**config.mk**
```make
export PLATFORM = sky130hd
export DESIGN_NAME = cla_addsub_pipe
export DESIGN_NICKNAME = d
export VERILOG_FILES = /design/src/rtl/cla_addsub_pipe.sv
export SDC_FILE = /design/constraint.sdc
export NUM_CORES = 1
export LEC_CHECK = 0
export ABC_AREA = 1
export CAP_MARGIN = 30
export CORE_ASPECT_RATIO = 1.2
export CORE_MARGIN = 2
export CORE_UTILIZATION = 45
export DETAILED_ROUTE_END_ITERATION = 8
export GPL_ROUTABILITY_DRIVEN = 1
export PLACE_DENSITY_LB_ADDON = 0.1
export SLEW_MARGIN = 40
export SYNTH_ARGS = -nofsm -noshare
export SYNTH_HDL_FRONTEND = slang
export SYNTH_SLANG_ARGS = --single-unit
export TNS_END_PERCENT = 20
```
**constraint.sdc**
```tcl
create_clock -name clk -period 6.35 [get_ports clk]
set_input_delay 1.905 -clock clk [delete_from_list [all_inputs] [get_ports clk]]
set_output_delay 1.905 -clock clk [all_outputs]
set_load 0.01 [all_outputs]
```
**src/rtl/cla_addsub_pipe.sv**
```systemverilog
// Pipelined carry-lookahead adder/subtractor with valid/ready flow control,
// per-result overflow/zero flags and a sticky overflow status bit.
module cla_addsub_pipe #(
  parameter int unsigned WIDTH  = 32,
  parameter int unsigned STAGES = 2
) (
  input  logic             clk,
  input  logic             rst,
  input  logic             in_valid,
  output logic             in_ready,
  input  logic [WIDTH-1:0] a,
  input  logic [WIDTH-1:0] b,
  input  logic             subtract,
  input  logic             sign,
  output logic             out_valid,
  input  logic             out_ready,
  output logic [WIDTH-1:0] res,
  output logic             ovflow,
  output logic             zero,
  output logic             ovf_sticky,
  input  logic             clr_sticky
);

  localparam int unsigned SEG  = WIDTH / STAGES;
  localparam int unsigned GRP  = SEG / 4;
  localparam int unsigned LAST = STAGES - 1;

  // One segment: 4-bit CLA groups chained through group generate/propagate.
  function automatic logic [SEG:0] cla_seg(input logic [SEG-1:0] x,
                                           input logic [SEG-1:0] y,
                                           input logic           cin);
    logic [SEG-1:0] g, p, s;
    logic [GRP:0]   gc;
    logic [3:0]     gg, pp, c;
    g     = x & y;
    p     = x ^ y;
    s     = '0;
    gc[0] = cin;
    for (int unsigned j = 0; j < GRP; j++) begin
      gg   = g[4*j +: 4];
      pp   = p[4*j +: 4];
      c[0] = gc[j];
      c[1] = gg[0] | (pp[0] & c[0]);
      c[2] = gg[1] | (pp[1] & gg[0]) | (pp[1] & pp[0] & c[0]);
      c[3] = gg[2] | (pp[2] & gg[1]) | (pp[2] & pp[1] & gg[0])
           | (pp[2] & pp[1] & pp[0] & c[0]);
      gc[j+1] = gg[3] | (pp[3] & gg[2]) | (pp[3] & pp[2] & gg[1])
              | (pp[3] & pp[2] & pp[1] & gg[0]) | ((&pp) & c[0]);
      s[4*j +: 4] = pp ^ c;
    end
    return {gc[GRP], s};
  endfunction

  logic             valid_q [STAGES];
  logic             valid_d [STAGES];
  logic [WIDTH-1:0] a_q     [STAGES];
  logic [WIDTH-1:0] a_d     [STAGES];
  logic [WIDTH-1:0] b_q     [STAGES];
  logic [WIDTH-1:0] b_d     [STAGES];
  logic [WIDTH-1:0] sum_q   [STAGES];
  logic [WIDTH-1:0] sum_d   [STAGES];
  logic             carry_q [STAGES];
  logic             carry_d [STAGES];
  logic             sub_q   [STAGES];
  logic             sub_d   [STAGES];
  logic             sign_q  [STAGES];
  logic             sign_d  [STAGES];
  logic             ovflow_q, ovflow_d;
  logic             zero_q, zero_d;
  logic             sticky_q, sticky_d;

  logic             src_valid [STAGES];
  logic [WIDTH-1:0] src_a     [STAGES];
  logic [WIDTH-1:0] src_b     [STAGES];
  logic [WIDTH-1:0] src_sum   [STAGES];
  logic             src_cin   [STAGES];
  logic             src_sub   [STAGES];
  logic             src_sign  [STAGES];
  logic [SEG:0]     seg_c     [STAGES];
  logic [WIDTH-1:0] sum_c     [STAGES];
  logic             advance;
  logic             cout_c;
  logic             ovf_c;

  // Stage inputs: stage 0 from the ports (B inverted for subtract), others from the previous register.
  always_comb begin
    advance      = ~valid_q[LAST] | out_ready;
    src_valid[0] = in_valid;
    src_a[0]     = a;
    src_b[0]     = subtract ? ~b : b;
    src_sum[0]   = '0;
    src_cin[0]   = subtract;
    src_sub[0]   = subtract;
    src_sign[0]  = sign;
    for (int unsigned k = 1; k < STAGES; k++) begin
      src_valid[k] = valid_q[k-1];
      src_a[k]     = a_q[k-1];
      src_b[k]     = b_q[k-1];
      src_sum[k]   = sum_q[k-1];
      src_cin[k]   = carry_q[k-1];
      src_sub[k]   = sub_q[k-1];
      src_sign[k]  = sign_q[k-1];
    end

    for (int unsigned k = 0; k < STAGES; k++) begin
      seg_c[k] = cla_seg(src_a[k][k*SEG +: SEG], src_b[k][k*SEG +: SEG], src_cin[k]);
      sum_c[k] = src_sum[k];
      sum_c[k][k*SEG +: SEG] = seg_c[k][SEG-1:0];

      valid_d[k] = valid_q[k];
      a_d[k]     = a_q[k];
      b_d[k]     = b_q[k];
      sum_d[k]   = sum_q[k];
      carry_d[k] = carry_q[k];
      sub_d[k]   = sub_q[k];
      sign_d[k]  = sign_q[k];
      if (advance) begin
        valid_d[k] = src_valid[k];
        a_d[k]     = src_a[k];
        b_d[k]     = src_b[k];
        sum_d[k]   = sum_c[k];
        carry_d[k] = seg_c[k][SEG];
        sub_d[k]   = src_sub[k];
        sign_d[k]  = src_sign[k];
      end
    end

    // Overflow and zero resolved in the last stage from the completed sum.
    cout_c = seg_c[LAST][SEG];
    if (src_sign[LAST]) begin
      ovf_c = (src_a[LAST][WIDTH-1] == src_b[LAST][WIDTH-1]) &&
              (sum_c[LAST][WIDTH-1] != src_a[LAST][WIDTH-1]);
    end else begin
      ovf_c = src_sub[LAST] ? ~cout_c : cout_c;
    end
    ovflow_d = advance ? ovf_c : ovflow_q;
    zero_d   = advance ? (sum_c[LAST] == '0) : zero_q;
    sticky_d = (valid_q[LAST] & out_ready & ovflow_q) | (sticky_q & ~clr_sticky);
  end

  always_ff @(posedge clk) begin
    if (rst) begin
      for (int unsigned k = 0; k < STAGES; k++) begin
        valid_q[k] <= 1'b0;
        a_q[k]     <= '0;
        b_q[k]     <= '0;
        sum_q[k]   <= '0;
        carry_q[k] <= 1'b0;
        sub_q[k]   <= 1'b0;
        sign_q[k]  <= 1'b0;
      end
      ovflow_q <= 1'b0;
      zero_q   <= 1'b0;
      sticky_q <= 1'b0;
    end else begin
      for (int unsigned k = 0; k < STAGES; k++) begin
        valid_q[k] <= valid_d[k];
        a_q[k]     <= a_d[k];
        b_q[k]     <= b_d[k];
        sum_q[k]   <= sum_d[k];
        carry_q[k] <= carry_d[k];
        sub_q[k]   <= sub_d[k];
        sign_q[k]  <= sign_d[k];
      end
      ovflow_q <= ovflow_d;
      zero_q   <= zero_d;
      sticky_q <= sticky_d;
    end
  end

  assign in_ready   = advance;
  assign out_valid  = valid_q[LAST];
  assign res        = sum_q[LAST];
  assign ovflow     = ovflow_q;
  assign zero       = zero_q;
  assign ovf_sticky = sticky_q;

endmodule

```
==> impl.org, run 1 <==
** Clock tree
- CTS resizes :: 0
- The tree is rooted in a sky130_fd_sc_hd__clkbuf_16.
- H-tree levels :: 3
- Number of buffers inserted by post-CTS setup repair :: 0
- TritonCTS clock tree :: yes
- The number of hold buffers added after CTS was 0.
- Clock buffer count from CTS :: 9
- Clock-pin slew was measured on the worst setup and hold paths at 0.06 ns.
- Clock network latency to the later pin of the worst-skew pair :: 0.34 ns
- CTS saw 88 sinks.
- Counting along the longest clock path gives a buffer depth of 2.

** Logic synthesis
- Share of flip-flops with an asynchronous set or reset after synthesis :: 0%
- The number of different library cells used by synthesis comes to 36.
- Synth top area share :: 22.1%
- After synthesis, flip-flops and latches occupy 43.9% of the total area.
- In the synthesized netlist, the cells that appear most often are sky130_fd_sc_hd__nand2_1 (95), sky130_fd_sc_hd__inv_1 (77), sky130_fd_sc_hd__nor2_1 (64), sky130_fd_sc_hd__dfxtp_1 (53), sky130_fd_sc_hd__edfxtp_1 (35).
- Each instance of the synthesized netlist takes up on average 8.59 sq um.
- Synthesized area :: 0.00481 sq mm
- Most area-hungry cell type in the Yosys netlist :: sky130_fd_sc_hd__dfxtp_1
- Most instantiated flip-flop cell in the synthesis netlist :: sky130_fd_sc_hd__dfxtp_1
- Number of enable flip-flop cells after synthesis :: 35
- Count of state elements after synthesis :: 88
- Nets in the synthesized netlist :: 670
- In the post-synthesis netlist, the biggest area contributors are sky130_fd_sc_hd__dfxtp_1 (22%), sky130_fd_sc_hd__edfxtp_1 (22%), sky130_fd_sc_hd__ha_1 (8.3%), sky130_fd_sc_hd__nand2_1 (7.4%), sky130_fd_sc_hd__inv_1 (6.0%).
- The Yosys step of the flow raised 0 warnings.
- The most common cell in the synthesized netlist is sky130_fd_sc_hd__nand2_1.
- Synthesis produced a netlist whose cell count is 560.

** Power
- Combinational cells account for 25.5% of the total power.
- Per report_power, the clock group accounts for 30.4% of the total.
- Flop pwr share :: 44.1%
- Net switching is 28.0% of the power.
- In this run the static leakage power is 0.00280 uW.
- VDD IR-drop max :: 0.122 mV
- In this run the power density over the cells is 250 mW/mm^2.
- Reported net switching power :: 438 uW
- Internal cell power :: 1130 uW

** Setup path
- In this run the worst path has a maximum fanout of 12.
- Cell seen most often among critical-path stages :: sky130_fd_sc_hd__clkdlybuf4s50_1
- Traced cell by cell, the critical path runs through clkdlybuf4s50_1, nor2_1, inv_1, buf_4, clkdlybuf4s50_1.
- Critical path's slowest cell :: sky130_fd_sc_hd__clkdlybuf4s50_1
- STA classifies the critical path startpoint as a primary input.
- Reg-to-reg startpoint :: a_q[0][18]
- Tracing the worst setup path back leads to its startpoint at out_ready.
- WS Path Type :: in -> out
- On the worst path, the slowest cell contributes a delay of 0.49 ns.
- STA classifies the critical path endpoint as an output port.
- Required time of the critical path :: 4.45 ns
- Endpoint arrival time on the critical path :: 3.41 ns

** STA
- Setup repair after global routing left no endpoint under its margin.
- The final critical path takes up 83.7% of the cycle.
- On the final layout, the worst clock skew is 0.00810 ns.
- Headroom to the max-slew limit :: 60.2%
- Least-Margin Pin Slew :: 0.596 ns
- For this run, the top clock speed supported by timing is 188 MHz.
- The smallest clock period supported by the final layout is computed as 5.32 ns.
- In the final timing run, aggregate negative setup slack is 0 ns.
- Setup violations remaining at the end of the flow were counted as 0.
- The final hold violation count came to 0.
- Final Max Tran Viols :: 0

** Finish
- Count of nets after finishing :: 774
- The area growth from synthesis to layout is 30.0%.
- Antenna fix cells :: 0
- Post-Route Utilization :: 59.7%
- Fraction of layout instances using a drive strength above 1 :: 6.13%
- Post-Layout Cell Count :: 798

** Run
- Max-cap violations :: 0

** Floorplan
- In this run the horizontal extent of the chip is 98.4 um.
- Core Rows :: 41
- The floorplan step defined a die boundary enclosing 0.0115 sq mm.
- Core region area :: 0.0105 sq mm
- Top-Level Pins :: 108
- Die boundary height :: 117 um
- Starting Density :: 46.0%

** Placement
- Final RePlAce weighted congestion :: 0.843
- Counting tap cells, the placed design contains a total of 782 instances.
- Detailed placement finished with a half-perimeter wire length of 7990 um.
- Buffers placed on the I/O ports in this run total 107.

** Global route
- The number of global-route vias before repair was 3,816.
- Summed over all layers, the global routing overflow is 0.
- The first global-routing pass estimated 17,300 um of wire.
- The number of antenna violations at the first check in global routing came to 0.
- Entering global routing, the biggest net connects 47 pins.
- GRT Resource Usage Total :: 18.9%

** Route
- Once detail routing completed, the nets flagged for antenna violations numbered 0.
- Final wirelength :: 10,700 um
- WL per Instance :: 13.4 um
- The pre-antenna-repair detailed-routing pass consisted of 4 iterations.
- Number of violations reported at the end of detailed-routing iteration 0 :: 104
- Detailed routing inserted a total of 3,933 vias.
- Number of vias per cell :: 4.93
- For this run, design rule violations remaining after detail routing come to 0.

** Status
- The flow ran to the end, and the final reports show no timing, DRC or antenna violations.

** Min path
- In this run the most critical hold path is launched from sum_q[0][15].
- The worst hold path belongs to the class reg -> reg.
## sequential cells by signal, summed over array words and instances, names as in the netlist
name,count
ovflow,1
sub_q,1
sign_q,1
b_q,16
sum_q,48
a_q,16
ovf_sticky,1
zero,1
valid_q,2
carry_q,1
## power by group through the flow
stage,clock (uW),sequential (uW),combinational [uW]
detailed placement,0,701,400
CTS,485,690,404
global route,509,696,447
global placement,0,700,392
floorplan,0,703,231
finish,476,689,399
## layer usage
layer  share of wire, %  global-route usage (%)
met1                 44                    22.7
met5                  0                       0
met3                3.7                    2.67
met2                 51                    34.3
met4                1.6                    7.67
## final timing paths
check                  to  slack (ns)  cells past startpoint
max              in_ready        1.03                      5
min          sum_q[0][15]        0.45                      2
max reg2reg          zero        3.34                     21
min reg2reg  sum_q[0][15]        0.45                      2
## placed cells by master (no fill, tap or decap), drive strengths merged
cell           netlist  final
edfxtp              35     35
xnor2               21     21
a21oi               23     23
dfxtp               53     53
nand2              108    108
a221oi               1      1
fa                   7      7
a31oi                3      3
inv                 77     77
o22ai                9      9
nor3                 1      1
buf                  9      5
o21ai               38     38
nand3               22     22
xor2                24     24
and2                 1      1
nand4                7      7
clkinv               0      1
a22o                 5      5
clkbuf               9     15
ha                  32     32
clkdlybuf4s50        0    106
o32ai                1      1
o21bai               2      2
nor2                66     66
or2                  1      1
nand3b               5      5
## metrics by stage
step	cell area [sq um]	hold WS [ns]	total power [uW]	worst slack, ns
floorplan	4810	0.426	935	2.03
global placement	5980	0.438	1090	1.09
detailed placement	5990	0.444	1100	1.03
CTS	6250	0.456	1580	1.02
global route	6250	0.481	1650	0.888
finish	6250	0.455	1560	1.03
## logic make-up after synthesis
family / after synthesis / share of synthesized area [%]
AND/OR/NAND/NOR: 211 / 19.0
buffers and inverters: 95 / 7.78
flip-flops: 88 / 43.9
AO/OA/AOI/OAI: 82 / 9.73
XOR/XNOR: 45 / 8.35
adder cells (fa/ha/maj): 39 / 11.2
## critical path, delay by kind of cell
family	cells	cell delay, ns
and+or+nand+nor	1	0.30
buffers and inverters	4	1.20
## area by class of cell
type,instances,area [sq um]
clock buffer,15,259
clock inverter,1,5.00
fill,970,4210
inverter,77,292
multi-input combinational,377,2330
sequential,88,2110
tap,129,161
timing repair buffer,111,1100
(Power assumes the default switching activity.)
==> run 2: changes to the inputs <==
==> constraint.sdc (replaced) <==
create_clock -name clk -period 4.5 [get_ports clk]
set_input_delay 1.35 -clock clk [delete_from_list [all_inputs] [get_ports clk]]
set_output_delay 1.35 -clock clk [all_outputs]
set_load 0.01 [all_outputs]
==> run 2 against run 1 <==
Effect of this change: sequential share of layout area decreased by 0.27 points; die area unchanged; global-route usage increased by 0.080 points; final area increased by 0.80%; register-to-register slack got worse by 1.9 ns; largest power group unchanged; highest routed layer unchanged.
==> impl.org, run 2 (synthesized netlist as in run 1, its figures left out) <==
** Min path
- Hold/Removal Path Class :: reg -> reg
- Hold_sp :: sum_q[0][15]
- End point of the most critical hold path :: sum_q[0][15]
- Counting instances, the worst hold path has a depth of 2.

** Power
- The analysis attributes to cell leakage a power of 0.00283 uW.
- VDD IR-drop max :: 0.174 mV
- Summing internal, switching and leakage power gives 2260 uW.
- Total power divided by cell area :: 358 mW/mm^2

** Finish
- Counting the fill cells in the layout gives 990.
- Relative to the synthesized area, the layout overhead comes to 31.0%.
- Final instance area :: 0.00630 sq mm
- The multi-input combinational cells in the finished layout cover a total of 0.00232 sq mm.
- Fraction of layout instances using a drive strength above 1 :: 6.69%
- Biggest registers after layout :: sum_q x48, a_q x16, b_q x16
- Max FFs per register :: 48
- Antenna fix cells :: 0
- Leaving out fill and tap cells, the most frequent cell in the layout is sky130_fd_sc_hd__clkdlybuf4s50_1.
- Most used cells in the layout excluding fill and tap cells :: sky130_fd_sc_hd__clkdlybuf4s50_1 (106), sky130_fd_sc_hd__nand2_1 (95), sky130_fd_sc_hd__inv_1 (76), sky130_fd_sc_hd__nor2_1 (64), sky130_fd_sc_hd__dfxtp_1 (53)
- Flip-flop and latch area :: 0.00211 sq mm
- Count of nets after finishing :: 778
- sum_q holds more flip-flops than any other register.

** Route
- Sum of routed wire segments on met1 :: 4570 um
- Number of vias per cell :: 4.95
- For this run, design rule violations remaining after detail routing come to 0.
- Post-route ant nets :: 0
- First-pass DRT Iterations :: 4
- Number of violations reported at the end of detailed-routing iteration 0 :: 128
- The detailed router placed 3,969 vias in this run.
- Top Metal Used :: met4
- Final wirelength :: 10,800 um
- Routed wl met3 :: 431 um
- In the final routed layout, each cell accounts on average for 13.5 um.
- Wire segments on met2 add up to 5600 um in the final route.

** STA
- The count of pins over their slew limit was 0.
- The routed design could run at a clock period as short as 4.12 ns.
- Headroom to the max-slew limit :: 60.5%
- Final clock period utilization by the worst path :: 91.5%
- Fmax :: 243 MHz
- Setup violations remaining at the end of the flow were counted as 0.
- Total negative setup slack :: 0 ns
- Smallest setup slack after layout :: 0.382 ns
- Setup repair after global routing left no endpoint under its margin.
- The final hold violation count was 0.
- For the pin with the worst max-slew slack, the measured transition is 0.591 ns.
- Clock skew after layout :: 0.00758 ns

** Placement
- DP Area :: 0.00601 sq mm
- Routability-driven placement finished with a final weighted congestion of 0.845.
- Buffers on Ports :: 107
- Total half-perimeter wirelength after legalization and detailed placement :: 8290 um
- Dpl ws :: 0.399 ns

** Clock tree
- After clock tree synthesis, the clock-pin slew on the worst setup and hold paths is 0.06 ns.
- Clock latency on the worst-skew pair, taken at its later pin, is 0.34 ns.
- CTS resizes :: 0
- CTS built an H-tree with a depth of 3.
- Root Driver :: sky130_fd_sc_hd__clkbuf_16
- Buffers inserted during clock tree synthesis total 9.
- Post-cts hold buffer count :: 0
- TritonCTS clock tree :: yes
- Worst-case clock buffer depth :: 2
- Number of buffers inserted by post-CTS setup repair :: 0
- Count of clock tree sinks :: 88

** Global route
- GRT Resource Usage Total :: 19.0%
- Entering global routing, the biggest net connects 35 pins.
- Initial antenna violation count :: 0
- Leftover overflow at the end of global routing :: 0
- The first global-routing pass estimated 17,400 um of wire.
- The number of global-route vias before repair came to 3,828.

** Floorplan
- For this design the top-level I/O count stands at 108.
- In this run the vertical extent of the chip is 117 um.
- From left edge to right edge, the die measures 98.4 um.
- Die area :: 0.0115 sq mm
- The floorplan has 41 rows.
- The core region is 0.0105 sq mm.
- Starting Density :: 46.0%

** Setup path
- Reg-to-reg startpoint :: a_q[0][18]
- Number of cells on the worst reg-to-reg path :: 21
- In this run the worst path has a maximum fanout of 5.
- The setup path with the least slack is of type in -> out.
- The worst register-to-register path ends at zero.
- Register-to-register setup slack :: 1.48 ns
- Type of element launching the critical path :: primary input
- Crit path capture type :: output port
- Required time of the critical path :: 3.15 ns
- Endpoint arrival time on the critical path :: 2.77 ns

** Run
- Max-cap violations in this run came to 0.

** Status
- The flow ran to the end, and the final reports show no timing, DRC or antenna violations.
run 2: cell count changes in the layout (fill, tap and decap cells not counted), sizes merged:
cell	previous run	this run
buf	5	9
clkbuf	15	13
clkinv	1	3
run 2: layer usage:
layer	GRT usage, %	up-vias
li1	-	2023
met1	21.6	1858
met2	35.6	75
met3	3.03	13
met4	7.95	0
met5	0	-
run 2: worst max-delay path by stage:
stage	startpoint	to	slack, ns	cells after the start
floorplan	subtract	sum_q[0][12]	0.94	15
global placement	out_ready	in_ready	0.41	4
detailed placement	out_ready	in_ready	0.40	4
CTS	out_ready	in_ready	0.39	4
global route	out_ready	in_ready	0.30	4
finish	out_ready	in_ready	0.38	4
run 2: critical path, cell delays in order:
cell and delay, ns:
sky130_fd_sc_hd__clkdlybuf4s50_1 0.48, sky130_fd_sc_hd__nor2_1 0.31, sky130_fd_sc_hd__inv_1 0.13, sky130_fd_sc_hd__clkdlybuf4s50_1 0.51
run 2: stage by stage:
step,cells,utilization [%],hold slack (ns)
global placement,786,57.5,0.439
CTS,802,60.2,0.454
floorplan,560,-,0.426
detailed placement,786,57.5,0.442
global route,802,60.2,0.474
finish,802,60.2,0.452
run 2: power by group:
part           switching (uW)  internal (uW)
logic                     291            275
clock network             293            426
registers                46.6            923
total                     631           1620
run 2: layout make-up:
cell class                      instances  share of cell area, %
Clock buffer                           13                   4.37
Clock inverter                          3                  0.218
Inverter                               77                   4.59
Multi-Input combinational cell        377                   36.9
Sequential cell                        88                   33.5
Tap cell                              129                   2.56
Timing Repair Buffer                  115                   17.9
